==> src/rtl/fifo_wr_ctrl.sv <==
// Write-side controller of the dual-clock FIFO. Everything runs on wr_clk_i. Drives the storage
// write port, publishes the Gray write pointer to the read domain, and derives full,
// almost-full and occupancy from a two-flop synchronised copy of the read Gray pointer.
module fifo_wr_ctrl #(
  parameter int unsigned DLY        = 1,
  parameter int unsigned FIFO_WIDTH = 8,
  parameter int unsigned ADDR_WIDTH = 4,
  parameter int unsigned AF_MARGIN  = 2
) (
  input  logic                  wr_clk_i,
  input  logic                  rst_i,
  input  logic                  wr_en_i,
  input  logic [FIFO_WIDTH-1:0] wr_data_i,
  input  logic [ADDR_WIDTH:0]   rd_ptr_gray_i,
  output logic                  mem_we_o,
  output logic [ADDR_WIDTH-1:0] mem_addr_o,
  output logic [FIFO_WIDTH-1:0] mem_data_o,
  output logic [ADDR_WIDTH:0]   wr_ptr_gray_o,
  output logic                  full_o,
  output logic                  almost_full_o,
  output logic [ADDR_WIDTH:0]   wr_cnt_o,
  output logic                  wr_ack_o,
  output logic                  overflow_o
);

  localparam int unsigned PtrW  = ADDR_WIDTH + 1;
  localparam int unsigned Depth = 1 << ADDR_WIDTH;
  localparam logic [ADDR_WIDTH:0] AfThresh = PtrW'(Depth - AF_MARGIN);

  // Register update delay is a simulation-only notion; it has no effect on this RTL.
  logic [31:0] unused_dly;
  assign unused_dly = DLY;

  logic [ADDR_WIDTH:0] wr_bin_q, wr_bin_d;
  logic [ADDR_WIDTH:0] wr_gray_q, wr_gray_d;
  logic [ADDR_WIDTH:0] rq1_q, rq2_q;
  logic [ADDR_WIDTH:0] rd_bin_sync;
  logic [ADDR_WIDTH:0] occ_d;
  logic [ADDR_WIDTH:0] full_gray;
  logic                full_q, full_d;
  logic                af_q, af_d;
  logic [ADDR_WIDTH:0] cnt_q;
  logic                ack_q, ack_d;
  logic                ovf_q, ovf_d;
  logic                accept;

  // Gray-to-binary of the synchronised read pointer: bit i is the XOR of all bits at or above i.
  always_comb begin
    rd_bin_sync = '0;
    for (int i = 0; i < int'(PtrW); i++) begin
      rd_bin_sync[i] = ^(rq2_q >> i);
    end
  end

  // Acceptance, storage port and next-state for pointers and flags.
  always_comb begin
    // Only the registered full flag gates writes; reset blocks the storage write port.
    accept    = wr_en_i & ~full_q & ~rst_i;
    wr_bin_d  = wr_bin_q + PtrW'(accept);
    wr_gray_d = wr_bin_d ^ (wr_bin_d >> 1);
    occ_d     = wr_bin_d - rd_bin_sync;
    // Full when the write pointer is exactly one lap ahead: top two Gray bits inverted.
    full_gray = {~rq2_q[ADDR_WIDTH:ADDR_WIDTH-1], rq2_q[ADDR_WIDTH-2:0]};
    full_d    = (wr_gray_d == full_gray);
    af_d      = (occ_d >= AfThresh);
    ack_d     = accept;
    ovf_d     = wr_en_i & full_q;
  end

  // Pointer, synchroniser and registered-flag state; synchronous reset wins over everything.
  always_ff @(posedge wr_clk_i) begin
    if (rst_i) begin
      wr_bin_q  <= '0;
      wr_gray_q <= '0;
      rq1_q     <= '0;
      rq2_q     <= '0;
      full_q    <= 1'b0;
      af_q      <= 1'b0;
      cnt_q     <= '0;
      ack_q     <= 1'b0;
      ovf_q     <= 1'b0;
    end else begin
      wr_bin_q  <= wr_bin_d;
      wr_gray_q <= wr_gray_d;
      rq1_q     <= rd_ptr_gray_i;
      rq2_q     <= rq1_q;
      full_q    <= full_d;
      af_q      <= af_d;
      cnt_q     <= occ_d;
      ack_q     <= ack_d;
      ovf_q     <= ovf_d;
    end
  end

  assign mem_we_o      = accept;
  assign mem_addr_o    = wr_bin_q[ADDR_WIDTH-1:0];
  assign mem_data_o    = wr_data_i;
  assign wr_ptr_gray_o = wr_gray_q;
  assign full_o        = full_q;
  assign almost_full_o = af_q;
  assign wr_cnt_o      = cnt_q;
  assign wr_ack_o      = ack_q;
  assign overflow_o    = ovf_q;

endmodule

==> config.mk <==
export PLATFORM = sky130hd
export DESIGN_NAME = fifo_wr_ctrl
export DESIGN_NICKNAME = d
export VERILOG_FILES = /design/src/rtl/fifo_wr_ctrl.sv
export SDC_FILE = /design/constraint.sdc
export NUM_CORES = 1
export LEC_CHECK = 0
export ABC_AREA = 1
export CORE_ASPECT_RATIO = 0.75
export CORE_MARGIN = 3
export CORE_UTILIZATION = 48
export CTS_CLUSTER_SIZE = 14
export DETAILED_ROUTE_END_ITERATION = 8
export PLACE_DENSITY = 0.94
export SLEW_MARGIN = 10
export SYNTH_ARGS = -nofsm -noshare
export SYNTH_HDL_FRONTEND = slang
export SYNTH_SLANG_ARGS = --single-unit
==> constraint.sdc <==
create_clock -name wr_clk_i -period 5.8 [get_ports wr_clk_i]
set_input_delay 1.16 -clock wr_clk_i [delete_from_list [all_inputs] [get_ports wr_clk_i]]
set_output_delay 1.16 -clock wr_clk_i [all_outputs]
set_load 0.01 [all_outputs]
==> flow_summary.json <==
{
  "slowest_delay_ns": 0.56,
  "switching_share_pct": 23.9,
  "drive_gt1_share_pct": 4.79,
  "cts_resized": 0,
  "tightest_slew_ns": 0.275,
  "ctsHoldBuffers": 0,
  "clk_pin_slew_ns": 0.14,
  "synth_area_um2": 1290,
  "r2r_cells": 12,
  "post_drt_wl_per_cell_um": 9.95,
  "root_buffer": "clkbuf_4",
  "worstReg2RegEnd": "almost_full_o",
  "drtIter0Drc": 45,
  "final-setup-viol-count": 0,
  "clock_latency_ns": 0.33,
  "syn_inst": 169,
  "relSlewSlack_pct": 81.6,
  "synth.avg_cell_area_um2": 7.62,
  "num_rows": 15,
  "via_per_inst": 4.65,
  "worst_path_most_repeated_cell": "clkdlybuf4s50_1",
  "layout.cells.non_filler": 222,
  "hold_path_startpoint": "rq1_q[3]",
  "hold_viol_final": 0,
  "report.final.slew_viol_count": 0,
  "htreeDepth": 1,
  "critPathMaxFanout": 25,
  "place.gp.congestion": 0.898,
  "hpwl_mm": 1.73,
  "finalCritPeriodShare_pct": 66.7,
  "core_area_um2": 2420,
  "worst_ep_arrival_time_ns": 2.71,
  "grt_pass1_wl_mm": 3.61,
  "fin_nets": 212,
  "placed_area_um2": 1520,
  "cts.sinks": 28,
  "whs_endpoint": "rq2_q[3]",
  "synth-seq-area-share_pct": 43.5,
  "n_fill_cell": 212,
  "grt_max_degree": 26,
  "synthDistinctLibCells": 20,
  "overflow": 0,
  "fmaxAchievable_ghz": 0.258,
  "drt.antenna.violating_nets": 0,
  "dieArea_um2": 3350,
  "numCtsBuffers": 3,
  "p_sw_uw": 101,
  "area_growth_pct": 22.1,
  "synth_area_leader_cell": "dfxtp_1",
  "synthDominantCellAreaShare_pct": 43.5,
  "leakage_uw": 0.000721,
  "place_inst": 218,
  "antenna_found_initial": 0,
  "fin_area_um2": 1570,
  "ir_worst_vdd_uv": 170,
  "reg2reg_slack_ns": 3.46,
  "worst-setup-path-type": "input pin to output pin",
  "globalRouteTotalUtil_pct": 14.3,
  "ctsLongestPathBuffers": 2,
  "drv_cap": 0,
  "die_y_um": 50.9,
  "p_comb_share_pct": 20.2,
  "grt_pass1_vias": 889,
  "intPower_uw": 320,
  "yosysWarnings": 0,
  "diodes": 0,
  "initial_core_util_pct": 53.2,
  "route.detailed.drc": 0,
  "fin_crit_ns": 3.87,
  "clkPwrFrac_pct": 29.5,
  "cts_setup_buffers": 0,
  "status": "complete, no violations",
  "synth_seq_cells": 28,
  "crit_slowest_cell": "clkdlybuf4s50_1",
  "cp-end-kind": "output pin",
  "mostFrequentLayoutCell": "nand2_1",
  "finalWirelength_mm": 2.21,
  "power_density_nw_per_um2": 268,
  "crit_chain": "clkdlybuf4s50_1, buf_4, inv_1, nand2_1, nor2_1, clkdlybuf4s50_1",
  "finClkSkew_ns": 0.00705,
  "ys_top_cells_by_area": "dfxtp_1 (44%), nand2_1 (13%), nor2_1 (8.5%)",
  "holdCritPathClass": "flop to flop",
  "cts_tree": "yes",
  "num_io_pins": 43,
  "timing.rr.start": "full_o",
  "mostFrequentLayoutCells": "nand2_1 (44), nor2_1 (29), dfxtp_1 (28)",
  "die_x_um": 65.8,
  "synth_nets": 192,
  "p_seq_share_pct": 50.2,
  "min_path_cells": 2,
  "dr.pass1.iters": 4,
  "io_buffers": 26,
  "via_count": 1033,
  "cp-start-kind": "input pin",
  "rsz0062_at_grt": "false",
  "tns_ns": 0,
  "worstPathRequired_ns": 4.64
}
metal layers:
metal | vias up | wire length (µm) | share of wire [%] | track usage [%]
li1 | 541 | - | - | -
met1 | 446 | 960 | 43 | 15.2
met2 | 44 | 1020 | 46 | 25.6
met3 | 2 | 218 | 9.9 | 6.59
met4 | 0 | 4 | 0.18 | 3.10
met5 | - | 0 | 0 | 0
synth_stat cells:
| cell | count |
|---|---|
| xor2_2 | 2 |
| a21oi_1 | 4 |
| and2_1 | 1 |
| nand3_1 | 6 |
| dfxtp_1 | 28 |
| xnor2_2 | 1 |
| xor2_1 | 4 |
| ha_1 | 6 |
| clkbuf_1 | 3 |
| o21ai_0 | 2 |
| nand4_1 | 3 |
| a211oi_1 | 1 |
| nand2_1 | 44 |
| buf_4 | 9 |
| nand3b_1 | 2 |
| nor2_1 | 29 |
| inv_2 | 1 |
| inv_1 | 21 |
| fa_1 | 1 |
| nor3_1 | 1 |
registers in the layout, indices dropped and copies added, names as in the netlist:
name	flops
almost_full_o	1
rq2_q	5
overflow_o	1
full_o	1
wr_ack_o	1
wr_ptr_gray_o	4
wr_cnt_o	5
rq1_q	5
wr_bin_q	5
power by group through the flow:
stage,Sequential (µW),Clock (µW),Combinational [µW]
global route,213,137,95.5
CTS,212,130,85.8
floorplan,222,0,49.7
global placement,216,0,83.4
finish,212,124,85.2
detailed placement,216,0,85.5
cells by family (layout without fill, tap and decap cells):
kind of cell | Yosys count | count (layout) | share of synthesized area [%]
buffers and inverters | 34 | 53 | 12.5
xor gates and xnor gates | 7 | 7 | 6.51
and+or+nand+nor | 86 | 86 | 27.1
DFF | 28 | 28 | 43.5
adders and majority gates | 7 | 7 | 7.39
AOI/OAI and AO/OA | 7 | 7 | 2.92
metrics by stage:
stage	setup slack, ns	hold WS, ns	total power (µW)	util, %
2_1_floorplan	2.50	0.388	272	-
3_3_place_gp	1.96	0.389	299	62.7
4_1_cts	1.92	0.418	427	64.9
3_5_place_dp	1.78	0.396	302	62.7
5_1_grt	1.85	0.423	446	64.9
6_report	1.93	0.414	421	64.9
worst max-delay path by stage:
stage / start / to / slack (ns) / cells past startpoint
after floorplan: rst_i / wr_cnt_o[3] / 2.50 / 14
after global placement: rst_i / almost_full_o / 1.96 / 13
after detailed placement: rst_i / almost_full_o / 1.78 / 16
after CTS: rst_i / mem_we_o / 1.92 / 6
after global routing: rst_i / mem_we_o / 1.85 / 6
final: rst_i / mem_we_o / 1.93 / 6
worst max-delay path, delay by kind of cell:
family	cells	cell delay [ns]
simple gates	2	0.22
buf+inv	4	1.33
cell type report:
cell class	count	area, µm²	share of cell area (%)
multi-input combinational	107	566	36.0
sequential	28	561	35.7
timing repair buffer	27	268	17.0
inverter	22	82.6	5.25
tap	34	42.5	2.71
clock inverter	1	30.0	1.91
clock buffer	3	22.5	1.43
Power figures use the tool's default switching activity.
